==> src/rtl/paddle_ctrl_pkg.sv <==
// Shared pong definitions: paddle FSM states, delta accumulator sizing and
// the quadrature Gray-code helper used by the encoder decoders.
package paddle_ctrl_pkg;

  typedef enum logic [1:0] {
    IDLE   = 2'd0,
    APPLY1 = 2'd1,
    APPLY2 = 2'd2
  } state_e;

  localparam int DELTA_W   = 4;
  localparam int DELTA_MAX = 7;

  // Position of an {a,b} pair around the quadrature cycle 00 -> 10 -> 11 -> 01.
  function automatic logic [1:0] gray_idx(input logic [1:0] ab);
    logic [1:0] idx;
    case (ab)
      2'b00:   idx = 2'd0;
      2'b10:   idx = 2'd1;
      2'b11:   idx = 2'd2;
      default: idx = 2'd3;
    endcase
    return idx;
  endfunction

endpackage

==> src/rtl/paddle_ctrl_quad_step.sv <==
// One encoder channel: 2-flop synchronizer, tick-sampled previous state and
// Gray-code step decode (+1, -1 or 0; illegal double-bit changes give 0).
module quad_step
  import paddle_ctrl_pkg::*;
(
  input  logic              clk,
  input  logic              reset,
  input  logic              tick_i,
  input  logic              enc_a_i,
  input  logic              enc_b_i,
  output logic signed [1:0] step_o
);

  logic [1:0] sync1_q, sync2_q, prev_q;
  logic [1:0] diff;

  // NOTE: sequential state uses non-blocking assignments so every flop samples pre-edge values.
  always_ff @(posedge clk) begin
    if (reset) begin
      sync1_q <= 2'b00;
      sync2_q <= 2'b00;
      prev_q  <= 2'b00;
    end else begin
      sync1_q <= {enc_a_i, enc_b_i};
      sync2_q <= sync1_q;
      if (tick_i) prev_q <= sync2_q;
    end
  end

  // Modulo-4 distance around the cycle: 1 is forward, 3 is backward, 2 is illegal.
  always_comb begin
    diff   = gray_idx(sync2_q) - gray_idx(prev_q);
    step_o = 2'sb00;
    if (tick_i) begin
      case (diff)
        2'd1:    step_o = 2'sb01;
        2'd3:    step_o = 2'sb11;
        default: step_o = 2'sb00;
      endcase
    end
  end

endmodule

==> src/rtl/paddle_ctrl.sv <==
// Paddle position controller: decimated quadrature decode into saturating
// per-player deltas, committed to the positions once per frame.
module paddle_ctrl
  import paddle_ctrl_pkg::*;
#(
  parameter int POS_W    = 5,
  parameter int POS_MAX  = 24,
  parameter int POS_INIT = 12,
  parameter int DIV_W    = 4
) (
  input  logic             clk,
  input  logic             reset,
  input  logic             enc1_a,
  input  logic             enc1_b,
  input  logic             enc2_a,
  input  logic             enc2_b,
  input  logic             frame_start,
  output logic [POS_W-1:0] p1_pos,
  output logic [POS_W-1:0] p2_pos,
  output logic             upd
);

  localparam int SUM_W = POS_W + 2;
  localparam logic signed [DELTA_W:0]   DSUM_MAX = (DELTA_W+1)'(DELTA_MAX);
  localparam logic signed [DELTA_W:0]   DSUM_MIN = -DSUM_MAX;
  localparam logic signed [SUM_W-1:0]   PSUM_MAX = SUM_W'(POS_MAX);

  state_e                    state_q, state_d;
  logic [DIV_W-1:0]          div_q;
  logic                      tick;
  logic signed [1:0]         step1, step2;
  logic signed [DELTA_W-1:0] delta1_q, delta1_d, delta2_q, delta2_d;
  logic [POS_W-1:0]          p1_q, p1_d, p2_q, p2_d;
  logic                      upd_q, upd_d;

  function automatic logic signed [DELTA_W-1:0] sat_add(
    input logic signed [DELTA_W-1:0] d,
    input logic signed [1:0]         s
  );
    logic signed [DELTA_W:0] sum;
    sum = $signed({d[DELTA_W-1], d}) + $signed({{(DELTA_W-1){s[1]}}, s});
    if (sum > DSUM_MAX)      sum = DSUM_MAX;
    else if (sum < DSUM_MIN) sum = DSUM_MIN;
    return sum[DELTA_W-1:0];
  endfunction

  function automatic logic [POS_W-1:0] clamp_pos(
    input logic [POS_W-1:0]          pos,
    input logic signed [DELTA_W-1:0] d
  );
    logic signed [SUM_W-1:0] sum;
    logic [POS_W-1:0]        res;
    sum = $signed({2'b00, pos}) + $signed({{(SUM_W-DELTA_W){d[DELTA_W-1]}}, d});
    if (sum < 0)             res = '0;
    else if (sum > PSUM_MAX) res = POS_W'(POS_MAX);
    else                     res = sum[POS_W-1:0];
    return res;
  endfunction

  assign tick = &div_q;

  quad_step u_quad1 (
    .clk     (clk),
    .reset   (reset),
    .tick_i  (tick),
    .enc_a_i (enc1_a),
    .enc_b_i (enc1_b),
    .step_o  (step1)
  );

  quad_step u_quad2 (
    .clk     (clk),
    .reset   (reset),
    .tick_i  (tick),
    .enc_a_i (enc2_a),
    .enc_b_i (enc2_b),
    .step_o  (step2)
  );

  // A step landing on the commit cycle seeds the fresh delta instead of the committed sum.
  always_comb begin
    state_d  = state_q;
    p1_d     = p1_q;
    p2_d     = p2_q;
    upd_d    = 1'b0;
    delta1_d = sat_add(delta1_q, step1);
    delta2_d = sat_add(delta2_q, step2);
    case (state_q)
      IDLE: begin
        if (frame_start) state_d = APPLY1;
      end
      APPLY1: begin
        p1_d     = clamp_pos(p1_q, delta1_q);
        delta1_d = {{(DELTA_W-2){step1[1]}}, step1};
        state_d  = APPLY2;
      end
      APPLY2: begin
        p2_d     = clamp_pos(p2_q, delta2_q);
        delta2_d = {{(DELTA_W-2){step2[1]}}, step2};
        upd_d    = 1'b1;
        state_d  = IDLE;
      end
      default: state_d = IDLE;
    endcase
  end

  always_ff @(posedge clk) begin
    if (reset) begin
      state_q  <= IDLE;
      div_q    <= '0;
      delta1_q <= '0;
      delta2_q <= '0;
      p1_q     <= POS_W'(POS_INIT);
      p2_q     <= POS_W'(POS_INIT);
      upd_q    <= 1'b0;
    end else begin
      state_q  <= state_d;
      div_q    <= div_q + 1'b1;
      delta1_q <= delta1_d;
      delta2_q <= delta2_d;
      p1_q     <= p1_d;
      p2_q     <= p2_d;
      upd_q    <= upd_d;
    end
  end

  assign p1_pos = p1_q;
  assign p2_pos = p2_q;
  assign upd    = upd_q;

endmodule
==> config.mk <==
export PLATFORM = sky130hd
export DESIGN_NAME = paddle_ctrl
export DESIGN_NICKNAME = d
export VERILOG_FILES = /design/src/rtl/paddle_ctrl_pkg.sv /design/src/rtl/paddle_ctrl_quad_step.sv /design/src/rtl/paddle_ctrl.sv
export SDC_FILE = /design/constraint.sdc
export NUM_CORES = 1
export LEC_CHECK = 0
export ABC_AREA = 1
export CAP_MARGIN = 30
export CORE_ASPECT_RATIO = 0.8
export CORE_MARGIN = 2
export CORE_UTILIZATION = 40
export CTS_CLUSTER_SIZE = 8
export DETAILED_ROUTE_END_ITERATION = 7
export PLACE_DENSITY = 0.65
export SLEW_MARGIN = 20
export SYNTH_ARGS = -nofsm -noshare
export SYNTH_HDL_FRONTEND = slang
export SYNTH_SLANG_ARGS = --single-unit
==> constraint.sdc <==
create_clock -name clk -period 3.54 [get_ports clk]
set_input_delay 0.708 -clock clk [delete_from_list [all_inputs] [get_ports clk]]
set_output_delay 0.708 -clock clk [all_outputs]
set_load 0.03 [all_outputs]
==> PnR_summary.wiki <==
{| class="wikitable"
! Metric !! Value
|-
| Wirelength, routed || around 4700 µm
|-
| Hold-fix buffers, CTS || 0
|-
| Worst stage delay on the critical path || roughly 410 ps
|-
| Slew at the pin with the worst max-slew slack || around 410 ps
|-
| YS warnings || 0
|-
| Starting density of the core || 0.412
|-
| Hold Crit Class || flop to flop
|-
| Total instance count after detailed placement || 432
|-
| Average routed wire per standard cell || ~11 µm
|-
| Mean post-synth cell area || about 7.2 µm²
|-
| Largest area contributor in the synthesized netlist || dfxtp_1
|-
| Reg2reg start || u_quad1.prev_q[1]
|-
| Combinational share of power || 0.095
|-
| Drt drc || 0
|-
| Starting DRT DRC Count || about 110
|-
| Max Freq || 380 MHz
|-
| Area after detailed placement || ~2700 µm²
|-
| Peak fanout along the critical path || 4
|-
| Largest delay contributor family on the critical path || adder cells
|-
| Net Count, Synth || 380
|-
| Placed wire-length estimate after detailed placement || approximately 3600 µm
|-
| Time the final worst path needs with I/O delays and setup || 2630 ps
|-
| Pint || around 600 µW
|-
| Number of buffers added on ports || 17
|-
| Clock skew || around 9 ps
|-
| Power density normalized to cell area || a little under 300 nW/µm²
|-
| Number of buffers added for setup after CTS || 0
|-
| Max H-tree Level || 2
|-
| Buffers plus inverters on the worst setup path || 4
|-
| Hold Worst Slack || between 400 and 500 ps
|-
| Number of different library cells in the post-synthesis netlist || 27
|-
| Setup repair after global routing missed its margin || false
|-
| Endpoint arrival time on the critical path || 2850 ps
|-
| Synth-to-Final Area Change || 14.2%
|-
| Final Wtd Congestion || ~0.83
|-
| Commonest cells post-synth || nand2_1, inv_1, nor2_1
|-
| Standard-cell row count || 25
|-
| M2 GR Usage || 0.258
|-
| Final Hold Viols || 0
|-
| Finish-stage setup viols || 0
|-
| Count of vias placed by the detailed router || roughly 2100
|-
| Clock latency at the later pin of the worst-skew pair || 290 ps
|-
| TritonRoute pass-1 iters || 4
|-
| Register-to-register setup slack || a little over 900 ps
|-
| Boundary pin count || 18
|-
| Maxcap violations || 0
|-
| Headroom to the max-slew limit || 0.723
|-
| Post-synth design cell area || roughly 2400 µm²
|-
| Crit. End Element || flop
|-
| Gate count after technology mapping || between 300 and 400
|-
| Number of gates given a new drive strength after cts || 0
|-
| Relative contribution of sequential cells to total power || 0.542
|-
| Core occupancy in the finished layout || 0.471
|-
| Hold path startpoint || u_quad1.sync1_q[0]
|-
| Clock transition at the registers of the reported paths || roughly 80 ps
|-
| Remaining antenna violation count after routing || 0
|-
| Maximum vdd ir drop || about 0.00015 V
|-
| Ordered cell list for the critical path || inv_1 -> ha_1 -> inv_1 -> ha_1 -> nor2_4 -> ha_1 -> inv_1 -> fa_1 -> nor2_1 -> nor3_1 -> nor2_1 -> inv_1 -> nand2_1 -> nand3_1 -> a21oi_1
|-
| Most frequent cell on the critical path || inv_1
|-
| Startpoint class of the critical path || flop
|-
| Total congestion overflow || 0
|-
| Number of diodes added for antenna fixing || 0
|-
| Maximum root-to-sink buffer count || 2
|-
| Worst setup path category || flop to flop
|-
| First-pass GRT wire length || 8340 µm
|-
| Share of power burned in the clock network || 0.362
|-
| Leak Pwr || around 0.0014 µW
|-
| Clock tree from TritonCTS || built
|-
| Cell count of the worst hold path || 2
|-
| Setup TNS || 0 ps
|-
| Part of the Yosys area used for sequential elements || 0.304
|-
| FF-to-FF path depth || 15
|-
| Number of sinks driven by the clock tree || 37
|-
| Fraction of power spent switching nets || 0.258
|-
| Vias per std cell || 4.80
|-
| Number of synthesized register bits || 37
|-
| Post-synthesis async set-or-reset flop share || 0
|-
| TritonCTS Buffers || 5
|-
| Final instance area || approximately 2800 µm²
|-
| Horizontal extent of the die || around 91 µm
|-
| Library cell with the highest instance count after synthesis || nand2_1
|-
| Fin. max-slew vios || 0
|-
| Overall global routing resource usage || 0.152
|-
| Required time worst endpoint || 3760 ps
|-
| Post-route fraction of the period consumed by the critical path || 0.743
|-
| Met1 Usage GRT || 0.195
|-
| Most Used Layer, Global Route || met2
|-
| Number of global-route vias before repair || about 2000
|-
| CTS root buf || clkbuf_8
|-
| GR met3 Demand/Resource || 0.0390
|-
| Ranking of synthesized cells by area || dfxtp_1, ha_1, nand2_1
|-
| Initial antenna violation count || 0
|-
| Hold Path End || u_quad1.sync2_q[0]
|-
| Core Box Area || a little under 6000 µm²
|-
| Pin count of the biggest net entering global routing || 29
|-
| Cell with the biggest individual delay on the critical path || fa_1
|-
| Run status || complete, no violations
|-
| DIE AREA || 6740 µm²
|-
| Nets || 400
|-
| Post-route non-filler standard cell count || 440
|-
| End of the worst register-to-register path || delta1_q[2]
|-
| DIE HEIGHT || approximately 74 µm
|-
| Yosys top cell area share || 0.304
|-
| Fraction of final layout cells sized beyond drive strength 1 || 0.0696
|-
| Number of enable-type register cells in the synthesized netlist || 0
|-
| Net switching power figure || 208 µW
|-
| Most used DFF post-synth || dfxtp_1
|}
state kept, by name (all words and copies together) (netlist names), 4 cells and up:
name      count
div_q         4
p2_pos        5
p1_pos        5
delta1_q      4
delta2_q      4
metrics by stage:
step                      total power (µW)  setup WS (ps)
after floorplan                        499           1210
after global placement                 522            953
after detailed placement               524            930
after CTS                              813            910
after global routing                   844            615
final                                  805            909
kinds of logic (layout without fill, tap and decap cells):
kind of cell,Yosys count,in the layout,share of synthesized area
fa+ha+maj,35,35,0.192
compound gates,35,35,0.0796
flops,37,37,0.304
simple gates,166,166,0.308
buf+inv,57,78,0.0878
xor+xnor,8,8,0.0287
area by class of cell:
cell class                      instances  area (µm²)
Clock buffer                            5        68.8
Inverter                               52         195
Timing Repair Buffer                   18         178
Sequential cell                        37         741
Multi-Input combinational cell        244        1480
Fill cell                             579        3130
Clock inverter                          3        17.5
Tap cell                               81         101
layout by cell type (no fill, tap or decap), drive strengths merged:
| cell type | count |
|---|---|
| clkbuf | 5 |
| nor2 | 50 |
| o21ai | 9 |
| xnor2 | 4 |
| or2 | 1 |
| clkdlybuf4s50 | 17 |
| nand4 | 4 |
| fa | 4 |
| buf | 1 |
| nor3 | 2 |
| a31oi | 2 |
| clkinv | 2 |
| a21oi | 22 |
| a22oi | 2 |
| inv | 52 |
| nand2 | 69 |
| xor2 | 4 |
| nand3b | 4 |
| clkinvlp | 1 |
| nand3 | 36 |
| dfxtp | 37 |
| ha | 31 |
power groups by stage:
stage	combinational, µW	sequential, µW	clock (µW)
6_report	76.7	437	292
5_1_grt	86.3	439	319
4_1_cts	77.8	437	299
3_5_place_dp	77.3	446	0
3_3_place_gp	76.4	446	0
2_1_floorplan	47.5	451	0
worst min-delay path, stage by stage, from the launching register on:
cell,delay (ps)
dfxtp_1,300
inv_1,40
nor2_1,30
worst max path at each step:
stage,end,startpoint,depth (start not counted)
final,delta1_q[2],u_quad1.prev_q[1],15
after global routing,delta1_q[2],div_q[0],15
after CTS,delta1_q[2],u_quad1.prev_q[1],15
after detailed placement,delta1_q[2],u_quad1.sync2_q[1],14
after global placement,delta1_q[2],u_quad1.prev_q[1],15
after floorplan,delta1_q[1],u_quad1.prev_q[1],15
per-layer routing:
| layer | part of all wire | wire length [µm] |
|---|---|---|
| met5 | 0 | 0 |
| met4 | 0.0094 | 44 |
| met3 | 0.041 | 193 |
| met2 | 0.43 | 2000 |
| met1 | 0.52 | 2450 |
No activity file was read; power rests on OpenSTA's default activity.
